File: config.mk
export PLATFORM = sky130hd
export DESIGN_NAME = uart_rx_frame_engine
export DESIGN_NICKNAME = d
export VERILOG_FILES = /design/src/rtl/uart_rx_frame_engine.sv
export SDC_FILE = /design/constraint.sdc
export NUM_CORES = 1
export LEC_CHECK = 0
export CELL_PAD_IN_SITES_DETAIL_PLACEMENT = 1
export CELL_PAD_IN_SITES_GLOBAL_PLACEMENT = 2
export CORE_ASPECT_RATIO = 1.75
export CORE_UTILIZATION = 33
export CTS_BUF_LIST = sky130_fd_sc_hd__clkbuf_8
export DETAILED_ROUTE_END_ITERATION = 16
export MAX_ROUTING_LAYER = met4
export PLACE_DENSITY_LB_ADDON = 0.1
export REMOVE_ABC_BUFFERS = 1
export SLEW_MARGIN = 5
export SYNTH_ARGS = -nofsm -noshare
export SYNTH_HDL_FRONTEND = slang
export SYNTH_SLANG_ARGS = --single-unit
File: constraint.sdc
create_clock -name CLK -period 2.4 [get_ports CLK]
set_input_delay 0.24 -clock CLK [delete_from_list [all_inputs] [get_ports CLK]]
set_output_delay 0.24 -clock CLK [all_outputs]
set_load 0.1 [all_outputs]
File: src/rtl/uart_rx_frame_engine.sv
// Oversampling UART receive frame engine: configurable width, optional parity, 1/2 stop bits,
// majority-of-3 bit decisions, break detection and a resync wait after line faults.
module uart_rx_frame_engine #(
  parameter int DATA_WIDTH = 8,
  parameter int PRESC_W    = 6
) (
  input  logic                  CLK,
  input  logic                  RST,
  input  logic                  RX_IN,
  input  logic [PRESC_W-1:0]    Prescale,
  input  logic                  PAR_EN,
  input  logic                  PAR_TYPE,
  input  logic                  STOP2,
  output logic [DATA_WIDTH-1:0] P_DATA,
  output logic                  data_valid,
  output logic                  par_err,
  output logic                  stp_err,
  output logic                  brk_det,
  output logic                  busy
);
  localparam logic [2:0] S_IDLE  = 3'd0;
  localparam logic [2:0] S_START = 3'd1;
  localparam logic [2:0] S_DATA  = 3'd2;
  localparam logic [2:0] S_PAR   = 3'd3;
  localparam logic [2:0] S_STOP  = 3'd4;
  localparam logic [2:0] S_DONE  = 3'd5;
  localparam logic [2:0] S_WAIT  = 3'd6;

  localparam logic [3:0]         LAST_BIT = 4'(DATA_WIDTH - 1);
  localparam logic [PRESC_W-1:0] ONE      = PRESC_W'(1);

  logic [2:0]            state;
  logic [PRESC_W-1:0]    edge_cnt, p_lat, half;
  logic [3:0]            bit_cnt;
  logic                  pen_lat, ptype_lat, stop2_lat;
  logic [DATA_WIDTH-1:0] shreg;
  logic                  s0, s1, par_bit, par_bad, stop_bad;
  logic                  maj, wrap, at_dec, start_det, brk, last_stop;

  assign half      = p_lat >> 1;
  assign wrap      = (edge_cnt == p_lat - ONE);
  assign at_dec    = (edge_cnt == half + ONE);
  // third sample is the live line, so the decision lands on the same edge it is taken
  assign maj       = (s0 & s1) | (s0 & RX_IN) | (s1 & RX_IN);
  // DONE behaves like IDLE for a clean frame so a gapless next start is not lost
  assign start_det = !RX_IN && (state == S_IDLE || (state == S_DONE && !stop_bad));
  assign brk       = stop_bad && (shreg == '0) && !(pen_lat && par_bit);
  assign last_stop = (bit_cnt == {3'b000, stop2_lat});
  assign busy      = (state != S_IDLE);

  always_ff @(posedge CLK) begin
    if (RST) begin
      state      <= S_IDLE;
      edge_cnt   <= '0;
      bit_cnt    <= '0;
      p_lat      <= '0;
      pen_lat    <= 1'b0;
      ptype_lat  <= 1'b0;
      stop2_lat  <= 1'b0;
      shreg      <= '0;
      s0         <= 1'b0;
      s1         <= 1'b0;
      par_bit    <= 1'b0;
      par_bad    <= 1'b0;
      stop_bad   <= 1'b0;
      P_DATA     <= '0;
      data_valid <= 1'b0;
      par_err    <= 1'b0;
      stp_err    <= 1'b0;
      brk_det    <= 1'b0;
    end else begin
      data_valid <= 1'b0;
      brk_det    <= 1'b0;
      if (edge_cnt == half - ONE) s0 <= RX_IN;
      if (edge_cnt == half)       s1 <= RX_IN;
      case (state)
        S_IDLE, S_DONE: begin
          edge_cnt <= '0;
          bit_cnt  <= '0;
          if (start_det) begin
            state     <= S_START;
            p_lat     <= Prescale;
            pen_lat   <= PAR_EN;
            ptype_lat <= PAR_TYPE;
            stop2_lat <= STOP2;
            par_err   <= 1'b0;
            stp_err   <= 1'b0;
            par_bit   <= 1'b0;
            par_bad   <= 1'b0;
            stop_bad  <= 1'b0;
          end else if (state == S_DONE) begin
            state <= stop_bad ? S_WAIT : S_IDLE;
          end
        end
        S_START: begin
          edge_cnt <= wrap ? '0 : edge_cnt + ONE;
          if (at_dec && maj) begin
            state    <= S_IDLE;
            edge_cnt <= '0;
          end else if (wrap) begin
            state <= S_DATA;
          end
        end
        S_DATA: begin
          edge_cnt <= wrap ? '0 : edge_cnt + ONE;
          if (at_dec) shreg <= {maj, shreg[DATA_WIDTH-1:1]};
          if (wrap) begin
            if (bit_cnt == LAST_BIT) begin
              bit_cnt <= '0;
              state   <= pen_lat ? S_PAR : S_STOP;
            end else begin
              bit_cnt <= bit_cnt + 4'd1;
            end
          end
        end
        S_PAR: begin
          edge_cnt <= wrap ? '0 : edge_cnt + ONE;
          if (at_dec) begin
            par_bit <= maj;
            par_bad <= (maj != ((^shreg) ^ ptype_lat));
          end
          if (wrap) state <= S_STOP;
        end
        S_STOP: begin
          edge_cnt <= wrap ? '0 : edge_cnt + ONE;
          if (at_dec && !maj) stop_bad <= 1'b1;
          if (wrap) begin
            if (last_stop) begin
              state   <= S_DONE;
              par_err <= par_bad;
              stp_err <= stop_bad;
              brk_det <= brk;
              if (!par_bad && !stop_bad) begin
                data_valid <= 1'b1;
                P_DATA     <= shreg;
              end
            end else begin
              bit_cnt <= bit_cnt + 4'd1;
            end
          end
        end
        S_WAIT: begin
          // edge_cnt doubles as the run length of consecutive idle-high cycles
          if (!RX_IN) begin
            edge_cnt <= '0;
          end else if (edge_cnt == p_lat - ONE) begin
            edge_cnt <= '0;
            state    <= S_IDLE;
          end else begin
            edge_cnt <= edge_cnt + ONE;
          end
        end
        default: state <= S_IDLE;
      endcase
    end
  end
endmodule

==> results.md <==
* WL final at ~9.6 mm
* Async SR Flop Fraction at 0
* LEAKAGE at between 1.5 and 2 nW
* DRC at 0
* Worst-path clk slew at approximately 0.1 ns
* Placed Area at 3630 sq um
* H-tree Lvls at 2
* Cell mode on critical path: buf_4
* Initial core utilization at 0.341
* Sequential cell area fraction in the yosys report at 0.316
* Non-filler instance count after layout at between 500 and 600
* Worst Setup EP: brk_det
* Hold Vio Cnt, Final at 0
* Count of cell types in the netlist at 67
* GRT overflow at 0
* Crit start category: flip-flop
* Design area at just under 4000 sq um
* Max-slew violations at 0
* Clock Root Buffer: clkbuf_8
* Failing checks: negative setup slack
* Clock net sink count at 47
* Wire length per cell at ~18 microns
* Max incr delay on CP at ~0.36 ns
* Share of cells above drive strength 1 at 0.234
* Peak Freq at around 0.41 GHz
* Synth-to-Final Area Change at 29.1%
* Tcrit/Tclk final at 1.01
* Crit. End Element: flip-flop
* Dpl cells at ~520
* Count of state elements after synthesis at between 40 and 50
* Synthesized area at 2980 sq um
* Clock tree buffer depth at 2
* DPL Wire Length at approximately 7.6 mm
* Via/cell ratio at 5.37
* Tmin final at 2.41 ns
* Slowest CP cell: dfxtp_1
* Worst-Skew Late Latency at 0.31 ns
* Status: finished with violations
* Final setup viols at 1
* TritonCTS clock tree: built
* R2r startpoint: p_lat[2]
* Starting DRT DRC Count at 81
* Number of global-route vias before repair at around 3100
* YS warnings at 0
* Top_reg_cell synth: dfxtp_1
* Setup_tns at -0.0145 ns
* Cells after synthesis at around 360
* Pwr Density at approximately 960 nW/um^2
* Die Area at approximately 9400 sq um
* Arrival @ worst endpoint at around 2.6 ns
* IO Pins at 25
* Worst Hold Margin at ~0.46 ns
* Post-route ant nets at 0
* Global router's overall resource usage at 0.226
* # diodes at 0
* HP Class: reg2reg
* Nets@finish at 436
* Port-buffer cells at 24
* Via count at about 2900
* Die X at approximately 74 microns
* Number of iterations in the first detailed-routing pass at 4
* Largest net degree at the start of global routing at 21
* Mean post-synth cell area at 8.33 sq um
* RSZ-0062 raised after global routing: true
* Pwr Total at 3.70 mW
* First-pass GRT wire length at 15.5 mm
* Initial antenna violation count at 0
* R2R cell count at 10
* Crit path kind: reg2reg
* FF-to-FF End: brk_det
* Maximum VDD drop at 0.497 mV
* Peak fanout along the critical path at 3
* Clk_skew at between 0.01 and 0.015 ns
* Final GP Congestion at ~0.9
* Worst R2R Setup Slack at -0.01 ns
* Cell breakdown of the critical path: inv_2, ha_1, a21boi_4, xnor2_1, o2111ai_2, buf_4, nor4_1, buf_4, nand3_1, a211oi_2
* Worst path required time at 2.63 ns
* Core ar. at 8730 sq um
* Crit. Startpoint: p_lat[2]
* TritonCTS buffer count at 5
* Worst Tran Pin Value at approximately 0.56 ns
* Slew HR at 0.626
* Hold buffers post-CTS at 0
* Setup WS post-layout at -0.0145 ns
* Die height at around 130 microns
* FP Rows at 45
* Post-synth EDFFs at 0
* Maxcap violations at 0
-- per-layer routing --
layer	vias to the layer above	GRT usage	routed length, microns
li1	1400	-	-
met3	19	0.0284	171
met5	-	-	0
met4	0	0.0894	311
met1	1395	0.202	3370
met2	45	0.454	5710
-- critical path, delay by kind of cell (launching register included) --
kind / cells / cell delay [ns]
DFF: 1 / 0.36
xor gates and xnor gates: 1 / 0.29
and+or+nand+nor: 2 / 0.42
adders and majority gates: 1 / 0.19
AOI/OAI and AO/OA: 3 / 0.60
buffers and inverters: 3 / 0.45
-- where the power goes --
group          total, mW  leakage [nW]  internal, mW  switching [mW]
clock              0.713        0.0644         0.416           0.297
sequential          1.01         0.382         0.864           0.142
combinational       1.98          1.21         0.858            1.13
-- metrics by stage --
stage | setup slack [ns] | util
2_1_floorplan | -0.657 | -
3_3_place_gp | 0.00682 | 0.416
3_5_place_dp | -0.0335 | 0.416
4_1_cts | -0.0213 | 0.434
5_1_grt | -0.0618 | 0.440
6_report | -0.0145 | 0.440
-- layout by cell type, fill, tap and decap left out, types with 3 or more instances in the layout --
| cell type | synthesis | layout |
|---|---|---|
| a211o_1 | 5 | 5 |
| a21o_1 | 4 | 4 |
| a21oi_1 | 14 | 13 |
| and2_1 | 5 | 5 |
| buf_12 | 0 | 3 |
| buf_4 | 1 | 61 |
| clkbuf_8 | 0 | 5 |
| clkdlybuf4s50_1 | 0 | 11 |
| dfxtp_1 | 47 | 44 |
| dfxtp_2 | 0 | 3 |
| ha_1 | 10 | 8 |
| inv_1 | 19 | 17 |
| mux2i_1 | 28 | 28 |
| nand2_1 | 16 | 16 |
| nand3_1 | 9 | 9 |
| nand4_1 | 6 | 6 |
| nor2_1 | 46 | 46 |
| nor2b_1 | 6 | 6 |
| nor3_1 | 8 | 8 |
| o211a_1 | 3 | 3 |
| o211ai_1 | 6 | 6 |
| o21ai_0 | 11 | 10 |
| o21ai_1 | 2 | 3 |
| o41ai_1 | 4 | 4 |
| or2_2 | 3 | 3 |
| xnor2_1 | 13 | 13 |
| xor2_1 | 8 | 8 |
-- cell usage after synthesis (all sizes together) (4+ instances only) --
cell | count | area (sq um)
nand4 | 7 | 50.1
nor2b | 6 | 37.5
nand3 | 9 | 45.0
a211o | 5 | 43.8
dfxtp | 47 | 941
o21ai | 13 | 65.1
nor2 | 46 | 173
xnor2 | 13 | 114
o211ai | 6 | 45.0
a21o | 4 | 30.0
and3 | 4 | 26.3
ha | 10 | 125
mux2i | 28 | 280
inv | 19 | 71.3
buf | 9 | 46.3
o311ai | 4 | 35.0
nor3 | 8 | 40.0
and2 | 5 | 31.3
xor2 | 8 | 70.1
a21oi | 14 | 70.1
nand2 | 16 | 60.1
o41ai | 4 | 35.0
clkbuf | 16 | 61.3
-- cell type report --
class                           instances  area, sq um
Fill cell                            1071         4880
Multi-Input combinational cell        265         1910
Sequential cell                        47          945
Timing Repair Buffer                   75          628
Tap cell                              117          146
Inverter                               20         75.1
Clock buffer                            5         68.8
Clock inverter                          3         67.6
-- worst min path at each step --
stage | from | to | slack (ns) | cells past startpoint
2_1_floorplan | RST | edge_cnt[0] | 0.31 | 1
3_3_place_gp | par_bit | brk_det | 0.45 | 1
3_5_place_dp | par_bit | brk_det | 0.43 | 1
4_1_cts | par_bit | brk_det | 0.46 | 1
5_1_grt | par_bit | brk_det | 0.49 | 1
6_report | par_bit | brk_det | 0.46 | 1
-- sequential cells by signal (all words and copies together) (netlist names) --
register	count
P_DATA	8
shreg	8
edge_cnt	6
p_lat	6
bit_cnt	4
state	3
brk_det	1
data_valid	1
par_bad	1
par_bit	1
par_err	1
pen_lat	1
ptype_lat	1
s0	1
s1	1
stop2_lat	1
stop_bad	1
stp_err	1
-- kinds of logic (layout without fill, tap and decap cells) --
kind of cell / after synthesis / in the layout / synth area share
adder cells (fa/ha/maj): 10 / 10 / 0.0421
buffers and inverters: 45 / 103 / 0.0614
flip-flops: 47 / 47 / 0.316
AND/OR/NAND/NOR: 119 / 119 / 0.204
multiplexers: 30 / 30 / 0.102
XOR/XNOR: 21 / 21 / 0.0618
AO/OA/AOI/OAI: 85 / 85 / 0.212
-- what timing repair did --
item | in CTS | in global routing
resized for setup | 1 | 15
pin swaps | 1 | 4
setup buffers | 2 | 0
endpoints found under the setup margin | 5 | 28
Note: power is estimated with default switching activity, not from simulation.
